File: config.mk
export PLATFORM = sky130hd
export DESIGN_NAME = led_display_row_scheduler
export DESIGN_NICKNAME = d
export VERILOG_FILES = /design/src/rtl/led_display_row_scheduler.sv
export SDC_FILE = /design/constraint.sdc
export NUM_CORES = 1
export LEC_CHECK = 0
export BUFFER_PORTS_ARGS = -buffer_cell sky130_fd_sc_hd__buf_2
export CAP_MARGIN = 20
export CORE_AREA = 2 2 308 310
export DETAILED_ROUTE_END_ITERATION = 12
export DIE_AREA = 0 0 310 312
export SLEW_MARGIN = 30
export SYNTH_ARGS = -nofsm -noshare
export SYNTH_HDL_FRONTEND = slang
export SYNTH_SLANG_ARGS = --single-unit
File: constraint.sdc
create_clock -name clk_in -period 42.8 [get_ports clk_in]
set_clock_uncertainty 0.1 [all_clocks]
set_input_delay 10.7 -clock clk_in [delete_from_list [all_inputs] [get_ports clk_in]]
set_output_delay 10.7 -clock clk_in [all_outputs]
set_load 0.05 [all_outputs]
File: src/rtl/led_display_row_scheduler.sv
// BCM row-pair sequencer: fetches each (row, plane) word from frame RAM, hands it to the PHY, then holds the dwell window.
// Optional feature macro LED_DISPLAY_DOUBLE_BUFFER_EN adds a swap-at-frame-boundary buffer select bit.
`timescale 1ns/1ps
module led_display_row_scheduler #(
  parameter int NUM_ROW_ADDR = 16,
  parameter int NUM_PLANES   = 4,
  parameter int ROW_W        = 384,
  parameter int BASE_TICKS   = 64,
  parameter int RAM_LATENCY  = 2
) (
  input  logic             clk_in,
  input  logic             reset_in,
  input  logic             enable_in,
  output logic             ram_en_out,
  output logic [12:0]      ram_addr_out,
  input  logic [ROW_W-1:0] ram_rdata_in,
  output logic [ROW_W-1:0] row_out,
  output logic             row_valid_out,
  input  logic             row_ready_in,
  output logic [3:0]       row_address_out,
  output logic             display_en_out,
  output logic             frame_done_out,
  input  logic             swap_req_in,
  output logic             swap_ack_out
);
  localparam int RA_W = $clog2(NUM_ROW_ADDR);
  localparam int PL_W = $clog2(NUM_PLANES);
  localparam int RC_W = (RA_W < 1) ? 1 : RA_W;
  localparam int PC_W = (PL_W < 1) ? 1 : PL_W;
  localparam int DW_W = $clog2(BASE_TICKS << (NUM_PLANES-1)) + 1;
  localparam int LT_W = 3;

  typedef enum logic [2:0] {IDLE, FETCH, WAIT, PRESENT, DWELL, ADVANCE} state_t;

  state_t            state_q, state_d;
  logic [RC_W-1:0]   row_q, row_d;
  logic [PC_W-1:0]   plane_q, plane_d;
  logic [LT_W-1:0]   wait_q, wait_d;
  logic [DW_W-1:0]   dwell_q, dwell_d;
  logic [ROW_W-1:0]  data_q, data_d;
  logic [3:0]        raddr_q, raddr_d;
  logic              buf_sel;
  logic              plane_last, row_last;

`ifdef LED_DISPLAY_DOUBLE_BUFFER_EN
  logic buf_q, buf_d, pend_q, pend_d;
  assign buf_sel = buf_q;
`else
  logic unused_swap_req;
  assign unused_swap_req = swap_req_in;
  assign buf_sel = 1'b0;
`endif

  assign plane_last      = (plane_q == PC_W'(NUM_PLANES-1));
  assign row_last        = (row_q == RC_W'(NUM_ROW_ADDR-1));
  assign ram_addr_out    = 13'(row_q) | (13'(plane_q) << RA_W) | (13'(buf_sel) << (RA_W+PL_W));
  assign row_out         = data_q;
  assign row_address_out = raddr_q;

  always_comb begin
    state_d        = state_q;
    row_d          = row_q;
    plane_d        = plane_q;
    wait_d         = wait_q;
    dwell_d        = dwell_q;
    data_d         = data_q;
    raddr_d        = raddr_q;
    ram_en_out     = 1'b0;
    row_valid_out  = 1'b0;
    display_en_out = 1'b0;
    frame_done_out = 1'b0;
    swap_ack_out   = 1'b0;
`ifdef LED_DISPLAY_DOUBLE_BUFFER_EN
    buf_d  = buf_q;
    pend_d = pend_q | swap_req_in;
`endif
    case (state_q)
      IDLE: begin
        row_d   = '0;
        plane_d = '0;
        if (enable_in) state_d = FETCH;
      end
      FETCH: begin
        ram_en_out = 1'b1;
        wait_d     = LT_W'(RAM_LATENCY-1);
        state_d    = WAIT;
      end
      WAIT: begin
        if (wait_q == '0) begin
          data_d  = ram_rdata_in;
          raddr_d = 4'(row_q);
          state_d = PRESENT;
        end else begin
          wait_d = wait_q - LT_W'(1);
        end
      end
      PRESENT: begin
        row_valid_out = 1'b1;
        if (row_ready_in) begin
          dwell_d = DW_W'(BASE_TICKS) << plane_q;
          state_d = DWELL;
        end
      end
      DWELL: begin
        // Exits after the cycle the count hits 1, so the window is exactly the loaded length.
        display_en_out = 1'b1;
        dwell_d        = dwell_q - DW_W'(1);
        if (dwell_q == DW_W'(1)) state_d = ADVANCE;
      end
      ADVANCE: begin
        if (plane_last) begin
          plane_d = '0;
          if (row_last) begin
            row_d          = '0;
            frame_done_out = 1'b1;
`ifdef LED_DISPLAY_DOUBLE_BUFFER_EN
            // A request arriving in this very cycle still counts for this boundary.
            if (pend_q | swap_req_in) begin
              buf_d        = ~buf_q;
              swap_ack_out = 1'b1;
              pend_d       = 1'b0;
            end
`endif
          end else begin
            row_d = row_q + RC_W'(1);
          end
        end else begin
          plane_d = plane_q + PC_W'(1);
        end
        if (enable_in) begin
          state_d = FETCH;
        end else begin
          state_d = IDLE;
          row_d   = '0;
          plane_d = '0;
        end
      end
      default: state_d = IDLE;
    endcase
  end

  always_ff @(posedge clk_in or posedge reset_in) begin
    if (reset_in) begin
      state_q <= IDLE;
      row_q   <= '0;
      plane_q <= '0;
      wait_q  <= '0;
      dwell_q <= '0;
      data_q  <= '0;
      raddr_q <= '0;
`ifdef LED_DISPLAY_DOUBLE_BUFFER_EN
      buf_q   <= 1'b0;
      pend_q  <= 1'b0;
`endif
    end else begin
      state_q <= state_d;
      row_q   <= row_d;
      plane_q <= plane_d;
      wait_q  <= wait_d;
      dwell_q <= dwell_d;
      data_q  <= data_d;
      raddr_q <= raddr_d;
`ifdef LED_DISPLAY_DOUBLE_BUFFER_EN
      buf_q   <= buf_d;
      pend_q  <= pend_d;
`endif
    end
  end
endmodule

# == After elaboration in Yosys (flattened, before gate mapping) ==
# Cells that the tools add are included.
# totals
ff_bits,410
out_inout_bits,406
# op_classes
addsub,4
n_eq_ne,14
shift,1
mux,23
bitwise_logic,1
reduce_logical,10
# op_table
operator,n
case mux 10 bit (2 select lines),1
case mux 3 bit (6 select lines),1
two-way mux 3 bit,5
two-way mux 4 bit,3
equality test 10 x 1 -> 1 bit (second input constant),1
two-way mux 10 bit,1
!= test 2 bit (second input constant),5
left shift 7 x 2 -> 10 bit (first input constant),1
subtractor 10 x 1 -> 10 bit (second input constant),1
case mux 4 bit (2 select lines),1
AND reduction 2 bit,4
two-way mux 1 bit,7
equality test 3 x 2 -> 1 bit (second input constant),2
equality test 3 bit (second input constant),2
zero test 3 bit,2
bitwise OR 4 x 6 -> 6 bit,1
case mux 3 bit (2 select lines),1
nonzero test 2 bit,3
adder 4 x 1 -> 4 bit (second input constant),1
equality test 4 bit (second input constant),1
two-way mux 2 bit,2
case mux 2 bit (2 select lines),1
AND reduction 4 bit,1
equality test 3 x 1 -> 1 bit (second input constant),1
4 further kinds,4

# == Longest topological paths before layout ==
# depth
depth_word,5
ltp_mapped,8
depth_no_buf,6

# == Worst setup path after synthesis ==
# Ideal clock, no wire load.
# synth_path
path_kind,reg-to-output
startpoint,reg row_q[0]
endpoint,out frame_done_out
arrival_ps,1713
slack_ps,30287
path_stages_with_launch,4
path_cell_list,dfrtp_1 ha_1 nand3_1 nor2_1
# synth_between
elab_chain_cells,4
# synth_rtl
element,line,text
"start, declared",36,"logic [RC_W-1:0] row_q, row_d;"
"start signal, assigned",157,row_q <= row_d;
equality test 4 bit,55,assign row_last = (row_q == RC_W'(NUM_ROW_ADDR-1));
two-way mux 1 bit,113,if (row_last) begin
two-way mux 1 bit,111,if (plane_last) begin
two-way mux 1 bit,77,case (state_q)
"end, declared",22,"output logic frame_done_out,"
# No other way between the ends.

# == Final worst setup path ==
# layout_path
startpoint,reg state_q[0]
endpoint,out display_en_out
# layout_between
elab_chain_cells,2
# layout_rtl
element,line,text
"start, declared",35,"state_t state_q, state_d;"
"start signal, assigned",156,state_q <= state_d;
equality test 3 bit,77,
two-way mux 1 bit,77,
"end, declared",21,"output logic display_en_out,"
# No other way between the ends.

==> summary.md <==
| Metric | Value |
|---|---|
| Wire length of the first global-routing pass | `around 70000 um` |
| Crit-path cells | `or3b_1 -> inv_1 -> buf_2` |
| Family of cells with the greatest summed delay on the critical path | `buffers and inverters` |
| Share of layout cells above drive strength 1 | `0.530` |
| Kind of start point of the critical path | `register` |
| Worst-path clk slew | `approximately 0.060 ns` |
| Number of synthesized flops with an enable pin | `0` |
| Synth-to-layout area growth | `41.4%` |
| Vias | `between 10000 and 15000` |
| Buf+Inv Stages, Crit Path | `2` |
| Number of buffers added on ports | `about 800` |
| Footprint of the flip-flops and latches | `10300 sq um` |
| Sequential fraction of the synthesis area | `0.642` |
| Maximum number of pins on one net before global-route repair | `between 100 and 150` |
| Initial antenna violation count | `15` |
| Number of global-route vias before repair | `around 11000` |
| Critical path's largest stage delay | `0.57 ns` |
| Final slew viol count | `0` |
| Top_reg_cell synth | `dfrtp_1` |
| Setup repair after global routing missed its margin | `false` |
| Worst setup path start | `state_q[0]` |
| Final nets | `between 2000 and 2500` |
| Placer congestion estimate | `0.838` |
| Commonest cells after routing, fill and taps aside | `buf_2, dfrtp_1, mux2_1, mux2_2, clkbuf_16` |
| Average routed wire per standard cell | `roughly 16 um` |
| CP max-delay cell | `dfrtp_1` |
| Avg Cell Area, Syn | `roughly 16 sq um` |
| Initial DRT Pass Iterations | `4` |
| Mapped Cells | `between 900 and 1000` |
| Count of warnings emitted by yosys | `0` |
| Worst min path class | `register to register` |
| Die W | `310 um` |
| TritonCTS clock tree | `done` |
| Post-DP HPWL | `approximately 38000 um` |
| # IOs | `795` |
| Initial core utilization | `0.172` |
| WP data arrival | `between 2 and 2.5 ns` |
| Startpoint of the most critical register-to-register path | `wait_q[0]` |
| Final global-route overflow total | `0` |
| Setup_tns | `0 ns` |
| Maxcap violations | `0` |
| Worst Min Path Start | `row_out[286]` |
| Buffer levels on the longest clock path | `3` |
| Routed wire length | `around 50000 um` |
| Class of the most critical setup path | `register to output port` |
| Outcome | `finished, final reports clean` |
| Tot GR Track Use | `0.0976` |
| Number of design rule violations left after detail routing | `0` |
| CP Capture Type | `output port` |
| Fin crit share | `0.308` |
| Std-Cell Core Area | `slightly above 90000 sq um` |
| Final hold violation count | `0` |
| Max Freq | `75.7 MHz` |
| Shortest clock period the worst path allows after layout | `13.20 ns` |
| Number of storage elements in the synthesis netlist | `between 400 and 500` |
| Height of the chip | `approximately 310 um` |
| Slew margin rel. | `0.370` |
| CTS buffer count | `48` |
| Multi-input logic area | `5130 sq um` |
| Post-DR vias/cell | `roughly 3.6` |
| Netlist area before placement | `roughly 16000 sq um` |
| DRT antenna net count | `0` |
| Async set or reset register ratio after synthesis | `1.00` |
| DRT iter0 DRCs | `~470` |
| Worst-path fanout max | `20` |
| # hold bufs at CTS | `0` |
| Final setup violating endpoints | `0` |
| Clock latency reported for the late side of the worst-skew pair | `roughly 0.58 ns` |
| Number of different library cells in the post-synthesis netlist | `47` |
| Commonest non-fill, non-tap cell in the layout | `buf_2` |
| Buffers inserted by post-CTS timing repair | `0` |
| Total die area | `~97000 sq um` |
| Actual transition at the worst max-transition pin | `0.945 ns` |
| Number of placement rows | `between 100 and 150` |
| CP Data Required Time | `~32 ns` |
| CTS sink cnt | `410` |
| Clock root buffer | `clkbuf_16` |
| Deepest level of the CTS H-tree | `2` |
| Resized cells post-CTS | `0` |
| Number of filler instances in the final layout | `approximately 9900` |
[through the flow]
| stage | setup slack [ns] | cells | hold WS (ns) | cell area (sq um) | utilization |
|---|---|---|---|---|---|
| 2_1_floorplan | 20.59 | 988 | 0.365 | 16000 | - |
| 3_3_place_gp | 28.72 | 2982 | 0.362 | 21000 | 0.226 |
| 3_5_place_dp | 28.73 | 2982 | 0.369 | 21000 | 0.226 |
| 4_1_cts | 29.39 | 3066 | 0.380 | 22600 | 0.242 |
| 5_1_grt | 29.36 | 3071 | 0.388 | 22600 | 0.243 |
| 6_report | 29.60 | 3077 | 0.374 | 22600 | 0.243 |
[cell families (layout without fill, tap and decap cells)]
kind of cell,Yosys count,in the layout,share of synthesized area
AND/OR/NAND/NOR,57,57,0.0196
flip-flops,410,410,0.642
adder cells (fa/ha/maj),9,9,0.00704
other,1,18,0.000234
buffers and inverters,70,895,0.0390
AO/OA/AOI/OAI,43,43,0.0175
XOR/XNOR,1,1,0.000548
multiplexers,390,390,0.274
[path summary, 6_finish.rpt]
kind                       cells after the start  slack, ns             end
setup / recovery                               3      29.60  display_en_out
hold / removal                                 1       0.37    row_out[286]
setup reg to reg                              10      38.43    row_out[222]
hold reg to reg                                1       0.37    row_out[286]
max in group asynchronous                      5      29.84    row_out[187]
min in group asynchronous                      2      10.13    row_out[339]
[layer usage]
metal | GRT usage | up-vias | routed length, um
met5 | 0 | - | 57
met4 | 0.0399 | 8 | 1780
met3 | 0.0379 | 90 | 4770
met2 | 0.164 | 500 | 24000
met1 | 0.110 | 5431 | 19300
li1 | - | 5060 | -
[state kept, by name, indices dropped and copies added, names as in the netlist]
register and cells:
wait_q 3, row_address_out 4, row_q 4, state_q 3, dwell_q 10, row_out 384
plane_q 2
[synth_stat cells, types with 4 or more instances]
master      n  area share
buf_4      13      0.0061
a21oi_1     4      0.0013
nor2_1     13      0.0031
inv_1      14      0.0033
nand2_1    12      0.0028
ha_1        9      0.0070
dfrtp_1   410        0.64
o21ai_0    16      0.0050
clkbuf_1    4     0.00094
buf_6      30       0.021
a22o_1      4      0.0022
nand3_1     7      0.0022
mux2_2     88       0.062
mux2_1    300        0.21
[cell type report]
class	count	share of cell area
Antenna cell	10	0.00111
Sequential cell	410	0.454
Clock buffer	70	0.0617
Multi-Input combinational cell	508	0.227
Tap cell	1254	0.0694
Clock inverter	14	0.00575
Timing Repair Buffer	797	0.179
Inverter	14	0.00266
[worst reg2reg max path: stages (launching register included)]
cell	delay (ns)
dfrtp_1	0.35
inv_1	0.10
ha_1	0.17
ha_1	0.21
nand2_1	0.15
nor2_8	0.36
buf_12	0.27
buf_4	0.55
buf_4	0.68
buf_4	0.81
mux2_1	0.50
Power is not shown: default switching activity piles up to over one toggle a cycle in this logic, so the estimate is an artifact.
